$ cat config.mk
export PLATFORM = sky130hd
export DESIGN_NAME = vc_test_sink_arbiter
export DESIGN_NICKNAME = d
export VERILOG_FILES = /design/src/rtl/vc_test_arb_pkg.sv /design/src/rtl/vc_rr_arb.sv /design/src/rtl/vc_test_sink_arbiter.sv
export SDC_FILE = /design/constraint.sdc
export NUM_CORES = 1
export LEC_CHECK = 0
export CORE_ASPECT_RATIO = 1.5
export CORE_MARGIN = 1
export CORE_UTILIZATION = 38
export CTS_CLUSTER_SIZE = 24
export DETAILED_ROUTE_END_ITERATION = 10
export PLACE_DENSITY_LB_ADDON = 0.05
export REMOVE_ABC_BUFFERS = 1
export SLEW_MARGIN = 20
export SYNTH_ARGS = -nofsm -noshare
export SYNTH_HDL_FRONTEND = slang
export SYNTH_HIERARCHICAL = 1
export SYNTH_SLANG_ARGS = --single-unit
export TNS_END_PERCENT = 5
$ cat constraint.sdc
create_clock -name clk -period 3.4 [get_ports clk]
set_input_delay 0.68 -clock clk [delete_from_list [all_inputs] [get_ports clk]]
set_output_delay 0.68 -clock clk [all_outputs]
set_load 0.1 [all_outputs]
$ cat src/rtl/vc_test_arb_pkg.sv
// Shared definitions for the test-sink arbiter: FSM state encoding and
// the helper that sizes the requester tag.
package vc_test_arb_pkg;

  typedef enum logic [1:0] {
    ST_IDLE = 2'd0,
    ST_RUN  = 2'd1,
    ST_DONE = 2'd2
  } state_e;

  // Tag width for a given requester count; never narrower than one bit.
  function automatic int tag_width(input int num_reqs);
    return (num_reqs <= 2) ? 1 : $clog2(num_reqs);
  endfunction

endpackage

$ cat src/rtl/vc_rr_arb.sv
// Combinational round-robin picker: grants the first requester at or above
// ptr that is requesting, wrapping from the top index back to zero.
module vc_rr_arb
  import vc_test_arb_pkg::*;
#(
  parameter int p_num_reqs  = 4,
  parameter int p_tag_nbits = tag_width(p_num_reqs)
) (
  input  logic [p_num_reqs-1:0]  req,
  input  logic [p_tag_nbits-1:0] ptr,
  output logic [p_num_reqs-1:0]  grant,
  output logic [p_tag_nbits-1:0] idx,
  output logic                   any
);

  // Scan from ptr upward with wrap; the first requesting slot wins.
  always_comb begin
    int j;
    grant = '0;
    idx   = '0;
    any   = 1'b0;
    j     = 0;
    for (int k = 0; k < p_num_reqs; k++) begin
      j = int'(ptr) + k;
      if (j >= p_num_reqs) j = j - p_num_reqs;
      if (!any && req[j]) begin
        any      = 1'b1;
        grant[j] = 1'b1;
        idx      = p_tag_nbits'(j);
      end
    end
  end

endmodule

$ cat src/rtl/vc_test_sink_arbiter.sv
// Funnels several valid/ready requesters into one shared test sink through a
// single output register, tagging each message with its source index, and
// raises a sticky done once a programmed number of messages has been drained.
module vc_test_sink_arbiter
  import vc_test_arb_pkg::*;
#(
  parameter int p_msg_nbits = 64,
  parameter int p_num_reqs  = 4,
  parameter int p_tag_nbits = tag_width(p_num_reqs)
) (
  input  logic                                clk,
  input  logic                                reset,
  input  logic                                go,
  input  logic [31:0]                         total_msgs,
  input  logic [p_num_reqs-1:0]               in_val,
  output logic [p_num_reqs-1:0]               in_rdy,
  input  logic [p_num_reqs*p_msg_nbits-1:0]   in_msg,
  output logic                                out_val,
  input  logic                                out_rdy,
  output logic [p_tag_nbits+p_msg_nbits-1:0]  out_msg,
  output logic                                done
);

  localparam logic [p_tag_nbits-1:0] last_idx = p_tag_nbits'(p_num_reqs - 1);

  state_e                           state_reg, state_next;
  logic [p_tag_nbits-1:0]           ptr_reg;
  logic [31:0]                      total_reg;
  logic [31:0]                      accepted_reg;
  logic [31:0]                      delivered_reg;
  logic                             out_val_reg;
  logic [p_tag_nbits+p_msg_nbits-1:0] out_msg_reg;
  logic                             done_reg;

  logic [p_num_reqs-1:0]            grant;
  logic [p_tag_nbits-1:0]           pick_idx;
  logic                             pick_any;
  logic                             free;
  logic                             can_accept;
  logic                             in_xfer;
  logic                             out_xfer;
  logic [p_msg_nbits-1:0]           payload [p_num_reqs];

  // Unpack the flat payload bus into one word per requester.
  for (genvar gi = 0; gi < p_num_reqs; gi++) begin : g_payload
    assign payload[gi] = in_msg[gi*p_msg_nbits +: p_msg_nbits];
  end

  vc_rr_arb #(
    .p_num_reqs  (p_num_reqs),
    .p_tag_nbits (p_tag_nbits)
  ) u_rr_arb (
    .req   (in_val),
    .ptr   (ptr_reg),
    .grant (grant),
    .idx   (pick_idx),
    .any   (pick_any)
  );

  // The output register can take a new message when empty or draining now;
  // acceptance also stops once the programmed count has been taken in.
  assign free       = !out_val_reg || out_rdy;
  assign can_accept = (state_reg == ST_RUN) && free && (accepted_reg != total_reg);
  assign in_rdy     = can_accept ? grant : '0;
  assign in_xfer    = can_accept && pick_any;
  assign out_xfer   = out_val_reg && out_rdy;

  // Next-state logic: start on go, finish once everything has been drained.
  always_comb begin
    state_next = state_reg;
    case (state_reg)
      ST_IDLE: if (go) state_next = ST_RUN;
      ST_RUN:  if (delivered_reg == total_reg) state_next = ST_DONE;
      ST_DONE: state_next = ST_DONE;
      default: state_next = ST_IDLE;
    endcase
  end

  // State, done flag and message counters.
  always_ff @(posedge clk) begin
    if (reset) begin
      state_reg     <= ST_IDLE;
      done_reg      <= 1'b0;
      total_reg     <= '0;
      accepted_reg  <= '0;
      delivered_reg <= '0;
    end else begin
      state_reg <= state_next;
      done_reg  <= (state_next == ST_DONE);
      if (state_reg == ST_IDLE && go) begin
        total_reg     <= total_msgs;
        accepted_reg  <= '0;
        delivered_reg <= '0;
      end else begin
        if (in_xfer)  accepted_reg  <= accepted_reg + 32'd1;
        if (out_xfer) delivered_reg <= delivered_reg + 32'd1;
      end
    end
  end

  // Output register and round-robin pointer; the pointer moves only when a
  // message is actually taken from a requester.
  always_ff @(posedge clk) begin
    if (reset) begin
      out_val_reg <= 1'b0;
      out_msg_reg <= '0;
      ptr_reg     <= '0;
    end else if (in_xfer) begin
      out_val_reg <= 1'b1;
      out_msg_reg <= {pick_idx, payload[pick_idx]};
      ptr_reg     <= (pick_idx == last_idx) ? '0 : pick_idx + 1'b1;
    end else if (out_rdy) begin
      out_val_reg <= 1'b0;
    end
  end

  assign out_val = out_val_reg;
  assign out_msg = out_msg_reg;
  assign done    = done_reg;

endmodule

Yosys cells after proc, flatten, opt, wreduce, memory -nomap -nowiden
Cells that the tools add are included.
{ "word_totals": {"output_inout_bits": 72, "inputBits": 296, "wordCells": 107, "regBits": 168} }
{ "classes": {"add_sub_neg": 10, "magnitude_cmp": 13, "n_mux": 46, "bitwise": 4, "eq_ne": 6, "n_reduce_logical": 20} }
{ "op_table": {"columns": ["op", "count"], "rows": [
  ["64-bit binary-select mux with 2-bit select", 1],
  ["32-bit by 1-bit >= comparator with 1-bit output, second input constant", 4],
  ["32-bit by 4-bit < comparator with 1-bit output, second input constant", 4],
  ["32-bit two-way mux", 4],
  ["64-bit two-way mux", 2],
  ["32-bit by 4-bit >= comparator with 1-bit output, second input constant", 3],
  ["32-bit by 4-bit subtractor with 32-bit output, second input constant", 3],
  ["32-bit by 1-bit adder with 32-bit output, second input constant", 2],
  ["32-bit == test", 1],
  ["32-bit inequality test", 1],
  ["4-bit two-way mux", 5],
  ["1-bit two-way mux", 18],
  ["2-bit two-way mux", 7],
  ["1-bit logical AND", 12],
  ["4-bit bitwise OR", 3],
  ["1-bit binary-select mux with 2-bit select", 4],
  ["1-bit demux with 2-bit select", 4],
  ["2-bit by 2-bit adder with 3-bit output, second input constant", 2],
  ["2-bit == test, second input constant", 3],
  ["2-bit one-hot mux with 3 select lines", 1],
  ["1-bit zero test", 4],
  ["2-bit by 3-bit subtractor with 4-bit output, second input constant", 1],
  ["2-bit by 1-bit adder with 3-bit output, second input constant", 1],
  ["2-bit by 3-bit >= comparator with 1-bit output, second input constant", 1],
  ["8 further kinds", 8]
]} }

Logic depth before layout (Yosys ltp)
{ "depth": {"ltp_word": 19, "mapped_depth": 15, "mapped_depth_nobuf": 9} }

Hierarchy
The synthesis kept the hierarchy.
{ "by_module_without_submodules": {"columns": ["mod", "instances", "cells_each", "area_each_um2"], "rows": [
  ["vc_test_sink_arbiter", 1, 987, 8837.2],
  ["vc_rr_arb", 1, 48, 460.4]
]} }

Worst setup path after synthesis
Ideal clock, no wire load.
{ "synth_timing": {"path_kind": "reg-to-reg", "start": "register ptr_reg[0]", "end": "register out_msg_reg[58] (netlist: out_msg[58])", "stages_incl_launch_ff": 14, "arrival_ns": 3.340, "setup_time_ns": 0.132, "path_slack_ns": -0.072, "synth_period_minus_slack_ns": 3.472, "cell_sequence": "dfxtp_1 -> buf_6 -> inv_1 -> ha_1 -> mux4_2 -> buf_6 -> and2b_2 -> o21ai_0 -> o31ai_1 -> buf_2 -> clkbuf_1 -> mux4_2 -> nand2_1 -> a21oi_1"} }
{ "synth_between": {"elab_chain_cells": 19} }
{ "synth_rtl": {"columns": ["element", "line_no", "text"], "rows": [
  ["start, declared", "vc_test_sink_arbiter.sv:27", "logic [p_tag_nbits-1:0] ptr_reg;"],
  ["start signal, assigned", "vc_test_sink_arbiter.sv:111", "ptr_reg <= (pick_idx == last_idx) ? '0 : pick_idx + 1'b1;"],
  ["branches (longest 14 deep; another with 32-bit by 4-bit subtractor with 32-bit output)", null, null],
  ["2-bit two-way mux *", "vc_rr_arb.sv:26", "if (!any && req[j]) begin"],
  ["net pick_idx[0]", "vc_test_sink_arbiter.sv:36", "logic [p_tag_nbits-1:0] pick_idx;"],
  ["2-bit NOT with 3-bit output (implied by the code) *", "vc_test_sink_arbiter.sv:110", "out_msg_reg <= {pick_idx, payload[pick_idx]};"],
  ["64-bit binary-select mux with 2-bit select *", "vc_test_sink_arbiter.sv:110", null],
  ["64-bit two-way mux (implied by the code) * (2 in series)", "vc_test_sink_arbiter.sv:110", null],
  ["end signal, assigned", "vc_test_sink_arbiter.sv:110", null],
  ["end, declared", "vc_test_sink_arbiter.sv:32", "logic [p_tag_nbits+p_msg_nbits-1:0] out_msg_reg;"]
]} }
Mark *: on every way through the listed nets, which the timed path passes. The select of a mux whose other input is x is not followed.
A chain may end at the register's enable or synchronous reset.

Worst setup path after layout
{ "layout_timing": {"start": "input port in_val[2]", "end": "output port in_rdy[3]"} }
{ "layout_between": {"elab_chain_cells": 14} }
{ "layout_rtl": {"columns": ["element", "line_no", "text"], "rows": [
  ["start, declared", "vc_test_sink_arbiter.sv:15", "input logic [p_num_reqs-1:0] in_val,"],
  ["1-bit binary-select mux with 2-bit select", "vc_rr_arb.sv:26", null],
  ["1-bit two-way mux (implied by the code) (2 in series)", "vc_rr_arb.sv:26", null],
  ["1-bit two-way mux", "vc_rr_arb.sv:26", null],
  ["1-bit zero test", "vc_rr_arb.sv:26", null],
  ["1-bit logical AND", "vc_rr_arb.sv:26", null],
  ["1-bit two-way mux", "vc_rr_arb.sv:26", null],
  ["1-bit zero test", "vc_rr_arb.sv:26", null],
  ["1-bit logical AND", "vc_rr_arb.sv:26", null],
  ["1-bit two-way mux", "vc_rr_arb.sv:26", null],
  ["1-bit zero test", "vc_rr_arb.sv:26", null],
  ["1-bit logical AND", "vc_rr_arb.sv:26", null],
  ["4-bit two-way mux *", "vc_rr_arb.sv:26", null],
  ["net grant[3]", "vc_test_sink_arbiter.sv:35", "logic [p_num_reqs-1:0] grant;"],
  ["4-bit two-way mux *", "vc_test_sink_arbiter.sv:64", "assign in_rdy = can_accept ? grant : '0;"],
  ["end, declared", "vc_test_sink_arbiter.sv:16", "output logic [p_num_reqs-1:0] in_rdy,"]
]} }
The timed path passes the listed nets; every way through them passes the cells marked *. The select of a mux whose other input is x is not followed.

==> impl_metrics.py <==
metrics = {
    "place": {
        "dp_hpwl_um": 29000,
        "place_congestion": 0.972,
        "placed_area_um2": 13400,
        "numPortBuffers": 367,
    },
    "outcome": {
        "status": "completed",
    },
    "worst_setup_path": {
        "cp_cell_sequence": "dlygate4sd2_1, mux4_2, buf_4, nor4b_4, a22oi_1, o21ai_0, and3_1, buf_12",
        "reg2reg_depth": 12,
        "max_stage_delay_ns": 0.48,
        "cp_max_fo": 6,
        "timing.rr.start": "ptr_reg[1]",
        "required_ns": 2.72,
        "crit_start": "in_val[2]",
        "crit_arrival_ns": 2.59,
        "start_kind": "input pin",
        "slowest_stage": "mux4_2",
        "critPathCaptureType": "output port",
        "ff2ff_setup_slack_ns": 0.37,
        "crit_type": "input pin to output port",
        "endpoint": "in_rdy[3]",
        "r2r-end": "out_msg[39]",
    },
    "routing": {
        "viasPerCell": 5.27,
        "wl_um": 36200,
        "drt_first_pass_iters": 7,
        "drc": 0,
        "dr_total_vias": 9160,
        "wl_per_cell_um": 20.8,
        "antenna_left": 0,
        "drt_iter0_markers": 454,
    },
    "global_route": {
        "grt_first_pass_wirelength_um": 54100,
        "antenna_found_initial": 3,
        "grt-ovfl-total": 0,
        "use_met3_pct": 5.28,
        "grt_max_degree": 66,
        "first_global_vias": 9207,
        "grt.total_usage_pct": 29.4,
        "met2_usage_pct": 52.2,
        "grt_use_met1_pct": 33.5,
        "grt_most_used_layer": "met2",
    },
    "floorplanning": {
        "dieArea_um2": 25100,
        "num_io_pins": 368,
        "die_w_um": 130,
        "start_util_pct": 39.0,
        "die_y_um": 194,
        "coreArea_um2": 23800,
        "rows": 69,
    },
    "synth": {
        "muxShareOfSynthArea_pct": 17.2,
        "ys_seq_elements": 168,
        "yosysUniqueCellTypes": 49,
        "synth_edf_count": 0,
        "synth_top_family_by_area": "simple AND/OR/NAND/NOR gates",
        "synth_flop_cell": "dfxtp_1",
        "synth_adder_area_share_pct": 1.48,
        "synth_warnings": 6,
        "synthMostInstantiatedCell": "nand2_1",
        "synth_area_leaders": "dfxtp_1 36%, mux4_2 16%, nand2_1 9.6%",
        "synth_compound_gate_area_share_pct": 11.9,
        "syn_inst": 1035,
        "synth-xor-area-share_pct": 8.10,
        "yosysTopAreaCell": "dfxtp_1",
        "synthSimpleGateAreaFrac_pct": 20.9,
        "synth-seq-area-share_pct": 36.2,
        "syn_area_um2": 9300,
        "async_flop_share_pct": 0,
        "syn_area_per_cell_um2": 8.98,
        "synth_top_area_share_pct": 36.2,
        "synth.top_cells.by_count": "239 x nand2_1, 168 x dfxtp_1, 137 x a21oi_1",
    },
    "timing": {
        "setup_violations": 0,
        "finalMaxSlewViolations": 0,
        "finalHoldViolCount": 0,
        "relSlewSlack_pct": 33.0,
        "max_freq_mhz": 306,
        "skew_ns": 0.0118,
        "period_minus_slack_ns": 3.27,
        "finalSetupTns_ns": 0,
        "post-route-period-util_pct": 96.2,
        "worst_slew_pin_slew_ns": 1.00,
    },
    "layout": {
        "drive_gt1_share_pct": 16.8,
        "finalInstanceArea_um2": 14100,
        "largest_reg_flops": 66,
        "area_growth_pct": 51.4,
        "nets": 1710,
    },
    "clocking": {
        "clockRootBuffer": "clkbuf_16",
        "cts_sinks": 168,
        "cts-htree-levels": 4,
        "insertion_delay_ns": 0.43,
        "clkSlewWorstSetupHoldPaths_ns": 0.06,
        "clk_path_buf_depth": 2,
        "cts_tree": "done",
        "cts_buffers": 17,
    },
    "power": {
        "seqPwrFrac_pct": 26.8,
        "p_switching_mw": 3.49,
        "leakagePower_nw": 5.20,
        "switching_share_pct": 40.9,
        "cellPowerDensity_nw_per_um2": 608,
        "irDropWorstVdd_uv": 406,
        "total_power_mw": 8.55,
        "comb_power_share_pct": 51.3,
        "internal-power_mw": 5.06,
        "clkPwrFrac_pct": 21.9,
    },
    "hold_path": {
        "min-delay-start": "out_msg[20]",
        "holdCritPathClass": "register to register",
    },
    "run": {
        "drv_cap": 0,
    },
}
## layer usage
metal | up-vias | wire length [µm]
li1 | 4434 | -
met1 | 4382 | 14100
met2 | 299 | 19100
met3 | 45 | 1800
met4 | 0 | 1260
met5 | - | 0
## power groups by stage
stage                     Sequential (mW)  Combinational (mW)  Clock (mW)
after floorplan                      3.41                1.98           0
final                                2.29                4.39        1.87
after detailed placement             2.33                4.34           0
after CTS                            2.29                4.36        1.91
after global routing                 2.32                4.63        1.99
after global placement               2.32                4.33           0
## layout by cell type, fill, tap and decap left out, types with 4 or more instances in the layout
cell and instances:
xnor2_1 47, or4_1 14, ha_1 10, nand2_1 239
a22oi_1 7, a21oi_1 137, inv_1 10, nand4_1 22
clkinv_2 6, dfxtp_1 166, buf_4 100, clkbuf_16 17
o21ai_1 9, dlygate4sd2_1 4, mux4_2 67, and2_1 4
clkdlybuf4s50_1 295, and3_1 15, o21ai_0 14, buf_12 17
or3_1 22, nand2b_1 4, xor2_1 39, nand3_1 23
o31ai_1 12, nor3_1 8, diode_2 4, nor4_1 11
nor2_1 42
## critical path, delay by kind of cell
kind	cells	cell delay (ns)
multiplexers	1	0.48
buffers and inverters	3	0.62
AO/OA/AOI/OAI	2	0.20
AND/OR/NAND/NOR	2	0.59
## worst min path at each step
stage                     slack [ns]      endpoint  cells past startpoint
final                           0.45   out_msg[20]                      2
after global routing            0.48   out_msg[52]                      2
after CTS                       0.45    out_msg[9]                      2
after detailed placement        0.45    out_msg[9]                      2
after global placement          0.44   out_msg[65]                      2
after floorplan                 0.44  state_reg[0]                      1
## kinds of logic (layout without fill, tap and decap cells)
group	count (synthesis)	count (layout)
AND/OR/NAND/NOR	417	417
AO/OA/AOI/OAI	199	199
flip-flops	168	168
XOR/XNOR	86	86
buffers and inverters	81	462
multiplexers	73	73
adder cells (fa/ha/maj)	11	11
other	0	4
## layout make-up
class	count	area, µm²
flip-flops and latches	168	3370
inverters	12	45.0
fillers	2181	9750
multi-input cells	786	5600
clock inverters	15	128
clock buffers	17	425
diodes	4	10.0
well taps	319	399
repair buffers	418	4110
## per-stage QoR
stage          util [%]  setup WS [ns]  hold slack, ns  cells
2_1_floorplan         -          -7.77           0.442    966
3_3_place_gp       56.3         -0.136           0.443   1693
3_5_place_dp       56.3         -0.163           0.447   1693
4_1_cts            58.6       0.000574           0.455   1727
5_1_grt            59.1       -0.00744           0.476   1738
6_report           59.1          0.128           0.453   1739
## timing repair
| action | in CTS | in global routing |
|---|---|---|
| buffers inserted | 2 | 8 |
| pin swaps | 1 | 2 |
| resized for setup | 5 | 12 |
| endpoints found under the setup margin | 4 | 4 |
| hold buffers | 0 | 0 |
| gates cloned | 0 | 0 |
| hold endpoints to repair | 0 | 0 |
Note: power is estimated with default switching activity, not from simulation.
